**src/rtl/plane_renderer.sv**
```systemverilog
// plane_renderer: pixel writer fed by the plane control block.
// Turns ten latched plane positions plus a visibility mask into one-pixel-per-cycle
// writes for a 160x120 VGA adapter: sprite draw, sprite erase or full-screen clear.
// Optional build macro RENDER_CLIP_EN suppresses writes for sprite pixels that land
// outside the screen; cycle timing is identical with or without it.
module plane_renderer #(
  parameter int unsigned SPRITE_W    = 4,
  parameter int unsigned SPRITE_H    = 4,
  parameter int unsigned SCREEN_W    = 160,
  parameter int unsigned SCREEN_H    = 120,
  parameter logic [2:0]  DRAW_COLOUR = 3'b111,
  parameter logic [2:0]  BG_COLOUR   = 3'b000
) (
  input  logic        clk,
  input  logic        reset_n,
  input  logic [79:0] x_bus,
  input  logic [79:0] y_bus,
  input  logic [9:0]  vis,
  input  logic [1:0]  op,
  input  logic        load_coord,
  input  logic        enable_datapath,
  input  logic        plot,
  output logic [7:0]  vga_x,
  output logic [6:0]  vga_y,
  output logic [2:0]  colour,
  output logic        writeEn,
  output logic        busy,
  output logic        done
);

  localparam int unsigned NumPlanes = 10;
  localparam int unsigned ColW      = (SPRITE_W > 1) ? $clog2(SPRITE_W) : 1;
  localparam int unsigned RowW      = (SPRITE_H > 1) ? $clog2(SPRITE_H) : 1;

  localparam logic [ColW-1:0] ColLast = ColW'(SPRITE_W - 1);
  localparam logic [RowW-1:0] RowLast = RowW'(SPRITE_H - 1);
  localparam logic [7:0]      CxLast  = 8'(SCREEN_W - 1);
  localparam logic [6:0]      CyLast  = 7'(SCREEN_H - 1);
  localparam logic [3:0]      IdxLast = 4'(NumPlanes - 1);

  localparam logic [1:0] OpErase = 2'b00;
  localparam logic [1:0] OpDraw  = 2'b01;
  localparam logic [1:0] OpClear = 2'b10;

  typedef enum logic [2:0] {
    StIdle,
    StSel,
    StDraw,
    StClear,
    StDone
  } state_e;

  state_e          state_q, state_d;
  logic [1:0]      op_q, op_d;
  logic [3:0]      idx_q, idx_d;
  logic [ColW-1:0] col_q, col_d;
  logic [RowW-1:0] row_q, row_d;
  logic [7:0]      cx_q, cx_d;
  logic [6:0]      cy_q, cy_d;

  // Shadow copies of the plane positions, frozen for the duration of a pass
  logic [7:0]      x_sh_q [NumPlanes];
  logic [7:0]      x_sh_d [NumPlanes];
  logic [7:0]      y_sh_q [NumPlanes];
  logic [7:0]      y_sh_d [NumPlanes];
  logic [9:0]      vis_q, vis_d;

  logic [7:0]      vga_x_q, vga_x_d;
  logic [6:0]      vga_y_q, vga_y_d;
  logic [2:0]      colour_q, colour_d;
  logic            write_en_q, write_en_d;
  logic            busy_q, busy_d;
  logic            done_q, done_d;

  logic [8:0]      x_sum, y_sum;

  // Next-state logic: pass sequencing, counters and shadow capture
  always_comb begin
    state_d = state_q;
    op_d    = op_q;
    idx_d   = idx_q;
    col_d   = col_q;
    row_d   = row_q;
    cx_d    = cx_q;
    cy_d    = cy_q;
    x_sh_d  = x_sh_q;
    y_sh_d  = y_sh_q;
    vis_d   = vis_q;

    unique case (state_q)
      StIdle: begin
        if (load_coord) begin
          for (int i = 0; i < NumPlanes; i++) begin
            x_sh_d[i] = x_bus[8*i +: 8];
            y_sh_d[i] = y_bus[8*i +: 8];
          end
          vis_d = vis;
        end
        if (plot && enable_datapath) begin
          op_d = op;
          unique case (op)
            OpErase, OpDraw: begin
              state_d = StSel;
              idx_d   = '0;
            end
            OpClear: begin
              state_d = StClear;
              cx_d    = '0;
              cy_d    = '0;
            end
            default: state_d = StDone;
          endcase
        end
      end

      StSel: begin
        if (vis_q[idx_q]) begin
          state_d = StDraw;
          col_d   = '0;
          row_d   = '0;
        end else if (idx_q == IdxLast) begin
          state_d = StDone;
        end else begin
          idx_d = idx_q + 4'd1;
        end
      end

      StDraw: begin
        if (col_q == ColLast) begin
          col_d = '0;
          if (row_q == RowLast) begin
            row_d = '0;
            if (idx_q == IdxLast) begin
              state_d = StDone;
            end else begin
              idx_d   = idx_q + 4'd1;
              state_d = StSel;
            end
          end else begin
            row_d = row_q + 1'b1;
          end
        end else begin
          col_d = col_q + 1'b1;
        end
      end

      StClear: begin
        if (cx_q == CxLast) begin
          cx_d = '0;
          if (cy_q == CyLast) begin
            state_d = StDone;
          end else begin
            cy_d = cy_q + 7'd1;
          end
        end else begin
          cx_d = cx_q + 8'd1;
        end
      end

      StDone: state_d = StIdle;

      default: state_d = StIdle;
    endcase
  end

  // Output decode from the upcoming state so every output leaves a flop
  always_comb begin
    vga_x_d    = '0;
    vga_y_d    = '0;
    colour_d   = '0;
    write_en_d = 1'b0;
    busy_d     = (state_d == StSel) || (state_d == StDraw) || (state_d == StClear);
    done_d     = (state_d == StDone);
    x_sum      = {1'b0, x_sh_q[idx_d]} + 9'(col_d);
    y_sum      = {1'b0, y_sh_q[idx_d]} + 9'(row_d);

    if (state_d == StDraw) begin
      write_en_d = 1'b1;
      vga_x_d    = x_sum[7:0];
      vga_y_d    = y_sum[6:0];
      colour_d   = (op_d == OpDraw) ? DRAW_COLOUR : BG_COLOUR;
`ifdef RENDER_CLIP_EN
      if ((x_sum >= 9'(SCREEN_W)) || (y_sum >= 9'(SCREEN_H))) begin
        write_en_d = 1'b0;
      end
`endif
    end else if (state_d == StClear) begin
      write_en_d = 1'b1;
      vga_x_d    = cx_d;
      vga_y_d    = cy_d;
      colour_d   = BG_COLOUR;
    end
  end

`ifndef RENDER_CLIP_EN
  // Upper sum bits only matter when clipping is built in
  logic unused_sum_msbs;
  assign unused_sum_msbs = ^{x_sum[8], y_sum[8:7]};
`endif

  // State, counter, shadow and output registers
  always_ff @(posedge clk or negedge reset_n) begin
    if (!reset_n) begin
      state_q    <= StIdle;
      op_q       <= '0;
      idx_q      <= '0;
      col_q      <= '0;
      row_q      <= '0;
      cx_q       <= '0;
      cy_q       <= '0;
      x_sh_q     <= '{default: '0};
      y_sh_q     <= '{default: '0};
      vis_q      <= '0;
      vga_x_q    <= '0;
      vga_y_q    <= '0;
      colour_q   <= '0;
      write_en_q <= 1'b0;
      busy_q     <= 1'b0;
      done_q     <= 1'b0;
    end else begin
      state_q    <= state_d;
      op_q       <= op_d;
      idx_q      <= idx_d;
      col_q      <= col_d;
      row_q      <= row_d;
      cx_q       <= cx_d;
      cy_q       <= cy_d;
      x_sh_q     <= x_sh_d;
      y_sh_q     <= y_sh_d;
      vis_q      <= vis_d;
      vga_x_q    <= vga_x_d;
      vga_y_q    <= vga_y_d;
      colour_q   <= colour_d;
      write_en_q <= write_en_d;
      busy_q     <= busy_d;
      done_q     <= done_d;
    end
  end

  assign vga_x   = vga_x_q;
  assign vga_y   = vga_y_q;
  assign colour  = colour_q;
  assign writeEn = write_en_q;
  assign busy    = busy_q;
  assign done    = done_q;

endmodule

```
**config.mk**
```make
export PLATFORM = sky130hd
export DESIGN_NAME = plane_renderer
export DESIGN_NICKNAME = d
export VERILOG_FILES = /design/src/rtl/plane_renderer.sv
export SDC_FILE = /design/constraint.sdc
export NUM_CORES = 1
export LEC_CHECK = 0
export BUFFER_PORTS_ARGS = -buffer_cell sky130_fd_sc_hd__buf_4
export CORE_MARGIN = 4
export CORE_UTILIZATION = 45
export DETAILED_ROUTE_END_ITERATION = 8
export GPL_ROUTABILITY_DRIVEN = 0
export PLACE_DENSITY = 0.73
export SYNTH_ARGS = -nofsm -noshare
export SYNTH_HDL_FRONTEND = slang
export SYNTH_SLANG_ARGS = --single-unit
```
**constraint.sdc**
```tcl
create_clock -name clk -period 6.3 [get_ports clk]
set_input_delay 0.315 -clock clk [delete_from_list [all_inputs] [get_ports clk]]
set_output_delay 0.315 -clock clk [all_outputs]
set_load 0.05 [all_outputs]
```
# After elaboration in Yosys (flattened, before gate mapping)
# Cells that the tools add are included.
dict set report op_classes {
  n_addsub 7
  n_lt_le_gt_ge 2
  eq_ne 15
  n_mux 51
  n_bitwise 1
  n_reduce_logical 7
}
# op count
set op_table {}
lappend op_table {{8-bit binary-select mux with 4-bit select} 2}
lappend op_table {{7-bit two-way mux} 8}
lappend op_table {{8-bit two-way mux} 7}
lappend op_table {{3-bit two-way mux} 10}
lappend op_table {{4-bit two-way mux} 6}
lappend op_table {{8-bit case mux with 2 select lines} 1}
lappend op_table {{2-bit two-way mux} 7}
lappend op_table {{7-bit case mux with 2 select lines} 1}
lappend op_table {{3-bit by 2-bit == test with 1-bit output, second input constant} 4}
lappend op_table {{3-bit case mux with 4 select lines} 1}
lappend op_table {{4-bit case mux with 3 select lines} 1}
lappend op_table {{8-bit by 1-bit adder with 8-bit output, second input constant} 1}
lappend op_table {{8-bit by 2-bit adder with 8-bit output} 1}
lappend op_table {{8-bit == test, second input constant} 1}
lappend op_table {{2-bit case mux with 2 select lines} 2}
lappend op_table {{7-bit by 1-bit adder with 7-bit output, second input constant} 1}
lappend op_table {{7-bit by 2-bit adder with 7-bit output} 1}
lappend op_table {{7-bit == test, second input constant} 1}
lappend op_table {{2-bit == test, second input constant} 3}
lappend op_table {{3-bit by 1-bit == test with 1-bit output, second input constant} 2}
lappend op_table {{3-bit case mux with 2 select lines} 1}
lappend op_table {{5-bit greater-or-equal comparator, second input constant} 1}
lappend op_table {{4-bit by 5-bit < comparator with 1-bit output, second input constant} 1}
lappend op_table {{4-bit NOT with 5-bit output} 1}
lappend op_table {{13 further kinds} 18}
dict set report totals {
  regBits 219
  in_bits 177
  output_inout_bits 21
  elab_cells 117
}

# Logic depth before layout (Yosys ltp)
dict set report depth {
  ltp_word 11
  depth_mapped 22
  ltp_nobuf 18
}

# Least setup slack after synthesis
# Ideal clock, no wire load.
dict set report synth_path {
  path_type {register -> register}
  startpoint {reg idx_q[0]}
  endpoint {reg vga_y_q[6], in the netlist vga_y[6]}
  setup_time_ns 0.143
  arrival_time_ns 4.572
  required_time_ns 6.157
  slack_ns 1.585
  path_stages_with_launch 22
  path_buffers 5
  synth_period_minus_slack_ns 4.715
  cell_sequence {dfrtp_1 -> buf_6 -> mux2_4 -> and3_4 -> a221o_1 -> or4b_1 -> buf_6 -> nand2_8 -> buf_2 -> buf_2 -> clkbuf_1 -> nand2_1 -> nand3_1 -> and3_1 -> o21ai_0 -> o21ai_0 -> ha_1 -> inv_1 -> fa_1 -> a211oi_1 -> and4_1 -> o31ai_1}
}
dict set report synth_via {
  elab_chain_cells 11
  elab_cells_between_ends 28
  cone_classes {add/sub (2); eq/ne (3); mux (22); bitwise (1)}
}
# element line
set synth_lines {}
lappend synth_lines {{start: declaration} 55} ;# logic [3:0] idx_q, idx_d;
lappend synth_lines {{start signal: assignment} 223} ;# idx_q <= idx_d;
lappend synth_lines {{4-bit by 1-bit adder with 4-bit output / 4-bit == test (equally long branches)} n/a}
lappend synth_lines {{4-bit two-way mux} {121, 133}}
lappend synth_lines {{4-bit two-way mux} 131} ;# if (row_q == RowLast) begin
lappend synth_lines {{4-bit two-way mux} 129} ;# if (col_q == ColLast) begin
lappend synth_lines {{4-bit case mux with 3 select lines} 90} ;# unique case (state_q)
lappend synth_lines {{4-bit NOT with 5-bit output (not written as such)} 175} ;# y_sum = {1'b0, y_sh_q[idx_d]} + 9'(row_d);
lappend synth_lines {{8-bit binary-select mux with 4-bit select} 175}
lappend synth_lines {{7-bit two-way mux (not written as such) (2 in a row)} 175}
lappend synth_lines {{7-bit by 2-bit adder with 7-bit output} 175}
lappend synth_lines {{7-bit two-way mux *} 177} ;# if (state_d == StDraw) begin
lappend synth_lines {{via vga_y_d[6]} 69} ;# logic [6:0] vga_y_q, vga_y_d;
lappend synth_lines {{end signal: assignment} 232} ;# vga_y_q <= vga_y_d;
lappend synth_lines {{end: declaration} 69}
# Mark *: on every way through the listed nets, which the timed path passes. The rest lies on a longest branch. The select of a mux whose other input is x is not followed.
# A chain may end at the register's enable or synchronous reset.

# Final worst setup path
dict set report layout_path {
  startpoint {reg state_q[1]}
  endpoint {reg vga_y_q[6], in the netlist vga_y[6]}
}
dict set report layout_via {
  elab_chain_cells 8
  elab_cells_between_ends 24
  cone_classes {add/sub (1); eq/ne (5); mux (16); bitwise (1); reduce/logical (1)}
}
# element line
set layout_lines {}
lappend layout_lines {{start: declaration} 53} ;# state_e state_q, state_d;
lappend layout_lines {{start signal: assignment} 204} ;# state_q <= StIdle;
lappend layout_lines {{start signal: assignment} 221} ;# state_q <= state_d;
lappend layout_lines {{3-bit by 2-bit == test with 1-bit output (tied with other cells)} 90}
lappend layout_lines {{4-bit case mux with 3 select lines} 90}
lappend layout_lines {{4-bit NOT with 5-bit output (not written as such)} 175}
lappend layout_lines {{8-bit binary-select mux with 4-bit select} 175}
lappend layout_lines {{7-bit two-way mux (not written as such) (2 in a row)} 175}
lappend layout_lines {{7-bit by 2-bit adder with 7-bit output} 175}
lappend layout_lines {{7-bit two-way mux *} 177}
lappend layout_lines {{via vga_y_d[6]} 69}
# Marked as above.

==> flow_metrics.py <==
metrics = {
    "synthesis": {
        "netlist_area_sq_um": 10000,
        "yosysUniqueCellTypes": 62,
        "ys_warn_count": 0,
        "synth_area_leader_cell": "dfrtp_1",
        "synth_most_common_cell": "dfrtp_1",
        "synth_edf_count": 0,
        "ys_seq_elements": 207,
        "syn_inst": 886,
        "syn_nets": 1075,
        "synth_flop_cell": "dfrtp_1",
        "ys_seq_area_share_pct": 51.7,
        "synthTopCellsByArea": "dfrtp_1 (52%), mux2_2 (18%), nand2_1 (3.9%)",
        "avgSynthCellArea_sq_um": 11.3,
        "synth_top_cell_area_share_pct": 51.7,
        "async_flop_share_pct": 100,
        "yosys-top-cells-count": "dfrtp_1 (207), mux2_2 (156), nand2_1 (105), o21ai_0 (48), clkbuf_1 (38)",
    },
    "final_layout": {
        "fill_cells": 1864,
        "regArea_sq_um": 5180,
        "synthToLayoutAreaGrowth_pct": 23.8,
        "n_antenna_cell": 0,
        "finalNetCount": 1251,
        "multi_input_area_sq_um": 4520,
        "utilization_pct": 56.8,
        "layout-drive-gt1-share_pct": 36.9,
    },
    "sta": {
        "rsz0062_at_grt": "no",
        "finalCritPeriodShare_pct": 82.4,
        "slew_headroom_pct": 31.3,
        "finalHoldViolCount": 0,
        "setup_viol": 0,
        "slew_viol_final": 0,
        "fin_worst_skew_ns": 0.0172,
        "tns_ns": 0,
        "tightestPinTransition_ns": 1.03,
        "fin_crit_ns": 5.19,
        "max_freq_ghz": 0.193,
    },
    "routing": {
        "drt-total-wl_microns": 25500,
        "vias": 7408,
        "vias_per_cell": 5.46,
        "dr.pass1.iters": 5,
        "wl_per_cell_microns": 18.8,
        "drc_errors": 0,
        "postRouteAntennaNets": 0,
        "drtIter0Drc": 442,
    },
    "worst_hold_path": {
        "worstHoldStart": "x_bus[6]",
        "hold_path_end": "x_sh_q[78]",
        "hold_depth": 3,
        "hold_path_class": "in -> reg",
    },
    "critical_path": {
        "r2r-end": "vga_y[6]",
        "crit_required_ns": 6.70,
        "crit_fanout": 42,
        "startpoint_type": "flip-flop",
        "end_kind": "flip-flop",
        "r2r_cells": 15,
        "reg2reg_from": "state_q[1]",
        "rrSetupSlack_ns": 1.11,
        "arrival_ns": 5.59,
        "setup.worst_path.class": "reg -> reg",
    },
    "grt": {
        "grt_pass1_vias": 7425,
        "grt_pass1_wl_microns": 39800,
        "antenna_found_initial": 0,
        "grt_max_degree": 173,
        "grt_util_all_layers_pct": 20.3,
        "grt.overflow.total": 0,
    },
    "die": {
        "coreArea_sq_um": 21800,
        "dieArea_sq_um": 24700,
        "initial_core_util_pct": 45.9,
        "num_rows": 54,
        "io_pins": 198,
        "chipWidth_microns": 157,
        "die_y_microns": 157,
    },
    "clock_network": {
        "worstSkewPairLatency_ns": 0.52,
        "cts.clk_slew.worst_paths_ns": 0.06,
        "cts-root-buf": "clkbuf_16",
        "cts_buffers": 23,
        "cts.path.max_buffers": 3,
        "cts.sinks": 207,
        "tritoncts": "yes",
        "ctsResizeCount": 0,
        "htreeDepth": 1,
    },
    "flow_run": {
        "maxCapViolations": 0,
    },
    "pwr": {
        "powerDensity_nw_per_um2": 551,
        "finalPower_mw": 6.82,
        "ir_drop_v": 0.000298,
        "p_leak_nw": 5.64,
    },
    "outcome": {
        "status": "completed",
    },
    "place": {
        "port_buffers": 187,
        "hpwl_microns": 18000,
    },
}
worst max-delay path by stage:
| stage | startpoint | end | depth (start not counted) |
|---|---|---|---|
| 6_report | state_q[1] | vga_y[6] | 15 |
| 5_1_grt | state_q[1] | vga_y[6] | 17 |
| 3_5_place_dp | state_q[1] | vga_y[6] | 17 |
| 2_1_floorplan | idx_q[0] | vga_y[6] | 21 |
| 4_1_cts | state_q[1] | vga_y[6] | 17 |
| 3_3_place_gp | state_q[1] | vga_y[6] | 15 |
power by group:
| group | switching (mW) | leakage, nW | internal, mW |
|---|---|---|---|
| clock network | 0.522 | 0.340 | 0.767 |
| logic | 1.79 | 2.79 | 1.43 |
| registers | 0.352 | 2.51 | 1.96 |
placed cells by master, fill, tap and decap left out, types with 3 or more instances in the layout:
master,n
inv_1,22
o32ai_1,10
nor3b_1,3
a21oi_1,27
nor3_1,8
nor2_1,37
nor4_1,5
or3_1,3
a21o_1,5
ha_1,10
and3_1,12
o31ai_1,9
nand4_1,3
nand2_1,105
a311oi_1,3
a221o_1,3
clkbuf_1,11
xnor2_1,11
and2_1,4
dlygate4sd3_1,3
o21ai_0,48
a211oi_1,10
mux2_2,156
buf_4,197
a211o_1,4
clkbuf_16,23
mux2i_1,32
nand3_1,36
a31oi_1,8
o22ai_1,6
o21a_1,3
o211ai_1,3
and4_1,3
o31a_1,3
dfrtp_1,207
worst max-delay path: stages (launching register included):
cell,delay [ns]
dfrtp_1,0.45
nor3b_1,0.58
nand3_1,0.27
a21oi_1,0.38
or4b_1,0.48
nand2_8,0.32
inv_4,0.52
nand2_1,0.10
nand3_1,0.09
nand2_1,0.05
o21ai_0,0.42
a21oi_1,0.18
fa_1,0.45
a211oi_1,0.40
and4_1,0.25
o31ai_1,0.07
registers in the layout (all words and copies together) (netlist names), 3 cells and up:
register	flops
y_sh_q	70
state_q	3
vga_x	8
vis_q	10
cx_q	8
idx_q	4
cy_q	7
vga_y	7
x_sh_q	80
timing repair:
| item | in CTS | in global routing |
|---|---|---|
| hold buffers | 3 | 0 |
| setup buffers | 0 | 0 |
| hold endpoints to repair | 84 | 0 |
cells by family after synthesis:
| family | share of synthesized area, % |
|---|---|
| AOI/OAI and AO/OA | 10.2 |
| xor gates and xnor gates | 1.14 |
| adders and majority gates | 1.65 |
| buffers and inverters | 3.17 |
| DFF | 51.7 |
| muxes | 21.3 |
| and+or+nand+nor | 10.7 |
per-stage QoR:
| stage | area (sq um) | worst slack (ns) | hold WS [ns] | std cells |
|---|---|---|---|---|
| 5_1_grt | 12400 | 0.525 | 0.0120 | 1356 |
| 4_1_cts | 12400 | 1.12 | 0.00338 | 1356 |
| 3_5_place_dp | 11700 | 1.11 | 0.406 | 1314 |
| 2_1_floorplan | 10000 | 1.59 | 0.0194 | 886 |
| 3_3_place_gp | 11700 | 1.23 | 0.405 | 1314 |
| 6_report | 12400 | 1.11 | 0.0166 | 1356 |
layer usage:
metal,vias up,share of wire [%],global-route usage [%],wire [microns]
met5,-,0,0,0
met4,0,2.7,5.24,690
met3,39,8.1,5.50,2070
met2,208,48,33.5,12100
met1,3628,42,26.8,10600
li1,3533,-,-,-
final cells by class:
type	count	share of cell area, %
flip-flops and latches	207	41.8
multi-input cells	603	36.5
repair buffers	202	12.4
clock buffers	35	5.09
well taps	280	2.83
inverters	25	0.777
clock inverters	4	0.596
No activity file was read; power rests on OpenSTA's default activity.
